$ cat config.mk
export PLATFORM = sky130hd
export DESIGN_NAME = zion_pipe_stage_ctrl_flat
export DESIGN_NICKNAME = d
export VERILOG_FILES = /design/src/rtl/zion_pipe_stage_ctrl_pkg.sv /design/src/rtl/zion_pipe_stage_ctrl_if.sv /design/src/rtl/zion_pipe_stage_ctrl_cell.sv /design/src/rtl/zion_pipe_stage_ctrl.sv /design/src/flat_wrapper.sv
export SDC_FILE = /design/constraint.sdc
export NUM_CORES = 1
export LEC_CHECK = 0
export CAP_MARGIN = 30
export CORE_AREA = 3 3 40 42
export CTS_CLUSTER_SIZE = 40
export DETAILED_ROUTE_END_ITERATION = 10
export DIE_AREA = 0 0 43 45
export GPL_ROUTABILITY_DRIVEN = 0
export GPL_TIMING_DRIVEN = 0
export PLACE_DENSITY = 0.62
export SYNTH_ARGS = -nofsm -noshare
export SYNTH_HDL_FRONTEND = slang
export SYNTH_SLANG_ARGS = --single-unit
$ cat constraint.sdc
create_clock -name clk -period 2.5 [get_ports clk]
set_input_delay 0.25 -clock clk [delete_from_list [all_inputs] [get_ports clk]]
set_output_delay 0.25 -clock clk [all_outputs]
set_load 0.02 [all_outputs]
$ cat src/rtl/zion_pipe_stage_ctrl_pkg.sv
// Shared types and helpers for the elastic pipeline stage controller.
package zion_pipe_stage_ctrl_pkg;

  localparam int PERF_CNT_W = 32;

  typedef logic [PERF_CNT_W-1:0] perf_cnt_t;

  // Saturating increment: holds at all-ones instead of wrapping.
  function automatic perf_cnt_t sat_inc(input perf_cnt_t v, input logic inc);
    return (inc && (v != '1)) ? v + perf_cnt_t'(1) : v;
  endfunction

endpackage

$ cat src/rtl/zion_pipe_stage_ctrl_if.sv
// Handshake, stage-control and (ZION_PIPE_STAGE_CTRL_PERF_EN) perf-counter bundle
// between the stage controller (slave) and its surroundings (master).
interface zion_pipe_stage_ctrl_if
  import zion_pipe_stage_ctrl_pkg::*;
#(
  parameter int STAGES = 4,
  parameter int CNT_W  = $clog2(STAGES + 1)
);

  logic              iValid;
  logic              oReady;
  logic              oValid;
  logic              iReady;
  logic              iFlush;
  logic [STAGES-1:0] oEn;
  logic [STAGES-1:0] oClr;
  logic [CNT_W-1:0]  oCnt;

`ifdef ZION_PIPE_STAGE_CTRL_PERF_EN
  perf_cnt_t oStallCnt;
  perf_cnt_t oFlushCnt;

  modport master (
    output iValid, iReady, iFlush,
    input  oReady, oValid, oEn, oClr, oCnt, oStallCnt, oFlushCnt
  );

  modport slave (
    input  iValid, iReady, iFlush,
    output oReady, oValid, oEn, oClr, oCnt, oStallCnt, oFlushCnt
  );
`else
  modport master (
    output iValid, iReady, iFlush,
    input  oReady, oValid, oEn, oClr, oCnt
  );

  modport slave (
    input  iValid, iReady, iFlush,
    output oReady, oValid, oEn, oClr, oCnt
  );
`endif

endinterface

$ cat src/rtl/zion_pipe_stage_ctrl_cell.sv
// One pipeline stage: its valid bit, its link in the ready chain and its load enable.
module zion_pipe_stage_ctrl_cell (
  input  logic clk,
  input  logic rst,
  input  logic in_i,
  input  logic rdy_nxt_i,
  input  logic flush_i,
  output logic vld_o,
  output logic rdy_o,
  output logic en_o
);

  logic vld_q, vld_d;

  // An empty stage is always ready, which is what collapses bubbles.
  assign rdy_o = !vld_q | rdy_nxt_i;
  assign en_o  = rdy_o & in_i & !flush_i & rst;
  assign vld_o = vld_q;

  always_comb begin
    vld_d = vld_q;
    if (flush_i)    vld_d = 1'b0;
    else if (rdy_o) vld_d = in_i;
  end

  always_ff @(posedge clk) begin
    if (!rst) vld_q <= 1'b0;
    else      vld_q <= vld_d;
  end

endmodule

$ cat src/rtl/zion_pipe_stage_ctrl.sv
// Elastic pipeline controller: per-stage valid bits, enables/clears, flush.
// Optional stall/flush counters under ZION_PIPE_STAGE_CTRL_PERF_EN.
module zion_pipe_stage_ctrl
  import zion_pipe_stage_ctrl_pkg::*;
#(
  parameter int STAGES = 4
) (
  input  logic                  clk,
  input  logic                  rst,
  zion_pipe_stage_ctrl_if.slave bus
);

  localparam int CNT_W = $clog2(STAGES + 1);

  if ((STAGES < 1) || (STAGES > 16)) begin : g_chk_stages
    $error("zion_pipe_stage_ctrl: STAGES=%0d outside 1..16", STAGES);
  end
  if (($bits(bus.oEn) != STAGES) || ($bits(bus.oClr) != STAGES)) begin : g_chk_width
    $error("zion_pipe_stage_ctrl: oEn/oClr width differs from STAGES=%0d", STAGES);
  end

  logic [STAGES-1:0] vld;
  logic [STAGES-1:0] stage_in;
  logic [STAGES-1:0] en;
  logic [STAGES:0]   rdy;
  logic [CNT_W-1:0]  cnt;

  assign rdy[STAGES] = bus.iReady;

  for (genvar k = 0; k < STAGES; k++) begin : g_stage
    if (k == 0) begin : g_head
      assign stage_in[k] = bus.iValid;
    end else begin : g_body
      assign stage_in[k] = vld[k-1];
    end

    zion_pipe_stage_ctrl_cell u_cell (
      .clk       (clk),
      .rst       (rst),
      .in_i      (stage_in[k]),
      .rdy_nxt_i (rdy[k+1]),
      .flush_i   (bus.iFlush),
      .vld_o     (vld[k]),
      .rdy_o     (rdy[k]),
      .en_o      (en[k])
    );
  end

  always_comb begin
    cnt = '0;
    for (int k = 0; k < STAGES; k++) cnt = cnt + CNT_W'(vld[k]);
  end

  assign bus.oEn    = en;
  assign bus.oClr   = {STAGES{!rst | bus.iFlush}};
  assign bus.oReady = rdy[0] & !bus.iFlush & rst;
  assign bus.oValid = vld[STAGES-1] & !bus.iFlush & rst;
  assign bus.oCnt   = cnt;

`ifdef ZION_PIPE_STAGE_CTRL_PERF_EN
  perf_cnt_t stall_cnt_q, stall_cnt_d;
  perf_cnt_t flush_cnt_q, flush_cnt_d;

  always_comb begin
    stall_cnt_d = sat_inc(stall_cnt_q, vld[STAGES-1] & !bus.iReady & !bus.iFlush);
    flush_cnt_d = sat_inc(flush_cnt_q, bus.iFlush);
  end

  always_ff @(posedge clk) begin
    if (!rst) begin
      stall_cnt_q <= '0;
      flush_cnt_q <= '0;
    end else begin
      stall_cnt_q <= stall_cnt_d;
      flush_cnt_q <= flush_cnt_d;
    end
  end

  assign bus.oStallCnt = stall_cnt_q;
  assign bus.oFlushCnt = flush_cnt_q;
`endif

endmodule
$ cat src/flat_wrapper.sv
// flat-port wrapper written by rule: the top's interface ports become plain ports
module zion_pipe_stage_ctrl_flat import zion_pipe_stage_ctrl_pkg::*;
#(
  parameter int STAGES = 4
)
  (clk, rst, bus_iValid, bus_iReady, bus_iFlush, bus_oReady, bus_oValid, bus_oEn, bus_oClr, bus_oCnt);
  zion_pipe_stage_ctrl_if #(.STAGES(STAGES)) bus_i ();
  input  logic clk;
  input  logic rst;
  input wire logic [$bits(bus_i.iValid)-1:0] bus_iValid;
  input wire logic [$bits(bus_i.iReady)-1:0] bus_iReady;
  input wire logic [$bits(bus_i.iFlush)-1:0] bus_iFlush;
  output wire logic [$bits(bus_i.oReady)-1:0] bus_oReady;
  output wire logic [$bits(bus_i.oValid)-1:0] bus_oValid;
  output wire logic [$bits(bus_i.oEn)-1:0] bus_oEn;
  output wire logic [$bits(bus_i.oClr)-1:0] bus_oClr;
  output wire logic [$bits(bus_i.oCnt)-1:0] bus_oCnt;
  assign bus_i.iValid = bus_iValid;
  assign bus_i.iReady = bus_iReady;
  assign bus_i.iFlush = bus_iFlush;
  assign bus_oReady = bus_i.oReady;
  assign bus_oValid = bus_i.oValid;
  assign bus_oEn = bus_i.oEn;
  assign bus_oClr = bus_i.oClr;
  assign bus_oCnt = bus_i.oCnt;
  zion_pipe_stage_ctrl #(.STAGES(STAGES)) u_core (.clk(clk), .rst(rst), .bus(bus_i));
endmodule
==> results.sh <==
export IMPL_finalPower_mw=0.186
export IMPL_ir_worst_vdd_mv=0.235
export IMPL_yosysTopAreaCellShare_pct=25.7
export IMPL_skew_ns=0.000826
export IMPL_num_rows=13
export IMPL_critPathBufInv=1
export IMPL_grt_start_max_net_pins=11
export IMPL_async_reset_ff_share_pct=0
export IMPL_drt_first_pass_iters=2
export IMPL_synth_most_common_cell="buf_4"
export IMPL_drive_gt1_share_pct=29.6
export IMPL_status="finished clean"
export IMPL_r2r_slack_ns=1.65
export IMPL_relSlewSlack_pct=85.5
export IMPL_cts_hold_buf=0
export IMPL_holdCritPathClass="reg2reg"
export IMPL_dp_hpwl_um=520
export IMPL_p_switching_mw=0.0426
export IMPL_critPathKind="reg2out"
export IMPL_fmax_mhz=426
export IMPL_max_cap_violations=0
export IMPL_ys_warn_count=0
export IMPL_place_inst=66
export IMPL_min_period_over_period_pct=93.9
export IMPL_syn_cell_area_um2=312
export IMPL_synth_nets=42
export IMPL_yosys_area_top_type="dfxtp_1"
export IMPL_grt_ovfl_total=0
export IMPL_power_frac_comb_pct=23.1
export IMPL_dieArea_um2=1940
export IMPL_clockPowerShare_pct=41.1
export IMPL_fin_crit_ns=2.35
export IMPL_rsz0062_at_grt="false"
export IMPL_synth_cells=34
export IMPL_synth_cell_types=16
export IMPL_clk_pin_slew_ns=0.04
export IMPL_leakage_nw=0.227
export IMPL_vias=285
export IMPL_synth_main_ff_cell="dfxtp_1"
export IMPL_path_common_cell="ha_1"
export IMPL_start_kind="flip-flop"
export IMPL_start_util_pct=24.2
export IMPL_area_growth_pct=67.9
export IMPL_drt_iter0_drc=10
export IMPL_grt_first_pass_wirelength_um=1040
export IMPL_cp_end_kind="output port"
export IMPL_switching_share_pct=22.9
export IMPL_htreeDepth=1
export IMPL_antenna_found_initial=0
export IMPL_cts_setup_buffers=0
export IMPL_ys_ff_latch=4
export IMPL_die_height_um=45
export IMPL_worstPathRequired_ns=2.25
export IMPL_path_cells="ha_1, fa_1, ha_1, clkdlybuf4s50_1"
export IMPL_fill_cells=136
export IMPL_core_um2=1280
export IMPL_final_nets=64
export IMPL_power_density_nw_per_um2=355
export IMPL_avgSynthCellArea_um2=9.16
export IMPL_synth_edf_count=0
export IMPL_crit_family="adder cells"
export IMPL_globalRouteTotalUtil_pct=7.42
export IMPL_worstPathArrival_ns=2.10
export IMPL_synthTopCellsByCount="7 x buf_4, 5 x a21oi_1, 4 x dfxtp_1"
export IMPL_worstSkewPairLatency_ns=0.23
export IMPL_cts_root_buf="clkbuf_4"
export IMPL_cts_sinks=4
export IMPL_hold_ws_ns=0.496
export IMPL_setup_viol=0
export IMPL_slowest_stage="clkdlybuf4s50_1"
export IMPL_power_internal_mw=0.143
export IMPL_cts_max_path_buffers=2
export IMPL_cts_buffers=3
export IMPL_pwr_share_seq_pct=35.8
export IMPL_hold_violations=0
export IMPL_worst_pin_slew_ns=0.217
export IMPL_cts_tree="built"
export IMPL_yosys_top_cells_area="dfxtp_1 26%, buf_4 17%, a21oi_1 8.0%"
export IMPL_grt_pass1_vias=249
export IMPL_via_per_inst=4.13
export IMPL_maxSlewViolCount=0
export IMPL_antenna_left=0
export IMPL_utilization_pct=40.7
export IMPL_drc_errors=0
export IMPL_die_x_um=43
export IMPL_crit_fanout=5
export IMPL_wl_per_cell_um=8.78
export IMPL_boundaryPins=18
export IMPL_largest_reg_flops=4
export IMPL_critPathMaxStageDelay_ns=0.59
export IMPL_cts_resized_gates=0
export IMPL_tns_ns=0
export IMPL_port_buffer_count=17
export IMPL_synth_yosys_seq_area_share_pct=25.7
export IMPL_final_cells=69
export IMPL_routed_wl_um=606
export IMPL_diodes=0
-- through the flow --
step	cell area, µm²	setup WS, ns
finish	523	0.152
global route	523	0.0491
CTS	523	0.128
detailed placement	500	0.342
global placement	500	0.350
floorplan	312	0.902
-- layout make-up --
class                      instances  area (µm²)  share of cell area [%]
inverter                           4        15.0                    2.87
clock buffer                       3        22.5                    4.31
buffer                             7        52.6                    10.0
timing repair buffer              17         170                    32.5
tap                               15        18.8                    3.59
sequential                         4        80.1                    15.3
multi-input combinational         19         164                    31.3
-- power groups by stage --
| stage | clock network (mW) | registers (mW) | logic, mW |
|---|---|---|---|
| floorplan | 0 | 0.0671 | 0.0230 |
| global placement | 0 | 0.0674 | 0.0430 |
| detailed placement | 0 | 0.0674 | 0.0433 |
| CTS | 0.0805 | 0.0664 | 0.0435 |
| global route | 0.0904 | 0.0664 | 0.0462 |
| finish | 0.0764 | 0.0664 | 0.0428 |
-- cell usage in the layout (no fill, tap or decap) --
cell	count
a21oi_1	5
and2_2	1
and3_2	2
clkbuf_4	3
o31ai_2	1
and4b_1	1
ha_1	2
inv_2	1
nand4b_1	1
nor2b_4	1
buf_4	7
nand2b_1	1
fa_1	1
dfxtp_1	4
nor3_1	1
clkdlybuf4s50_1	17
inv_1	3
nand3b_1	2
-- metal layers --
layer | vias up | part of all wire, % | track usage (%)
li1 | 152 | - | -
met1 | 124 | 46 | 9.42
met2 | 9 | 45 | 9.28
met3 | 0 | 8.1 | 2.79
met4 | 0 | 0 | 7.23
met5 | - | 0 | 0
-- final timing paths --
check,end,start,cells after the start
worst max-delay path,bus_oCnt[1],u_core.g_stage[1].u_cell.vld_o$_SDFFE_PP0P_,4
worst min-delay path,u_core.g_stage[2].u_cell.vld_o$_SDFFE_PP0P_,u_core.g_stage[1].u_cell.vld_o$_SDFFE_PP0P_,2
worst max register to register,u_core.g_stage[0].u_cell.vld_o$_SDFFE_PP0P_,u_core.g_stage[3].u_cell.vld_o$_SDFFE_PP0P_,2
worst min register to register,u_core.g_stage[2].u_cell.vld_o$_SDFFE_PP0P_,u_core.g_stage[1].u_cell.vld_o$_SDFFE_PP0P_,2
-- cells by family (layout without fill, tap and decap cells) --
kind of cell | Yosys count | after routing | share of synthesized area [%]
simple gates | 10 | 10 | 26.1
compound gates | 6 | 6 | 12.0
fa+ha+maj | 3 | 3 | 14.5
flops | 4 | 4 | 25.7
buf+inv | 11 | 31 | 21.7
-- worst min-delay path, delay by kind of cell, from the launching register on --
| family | cells | cell delay (ns) |
|---|---|---|
| flip-flops | 1 | 0.33 |
| buffers and inverters | 1 | 0.06 |
| AO/OA/AOI/OAI | 1 | 0.05 |
(Power assumes the default switching activity.)
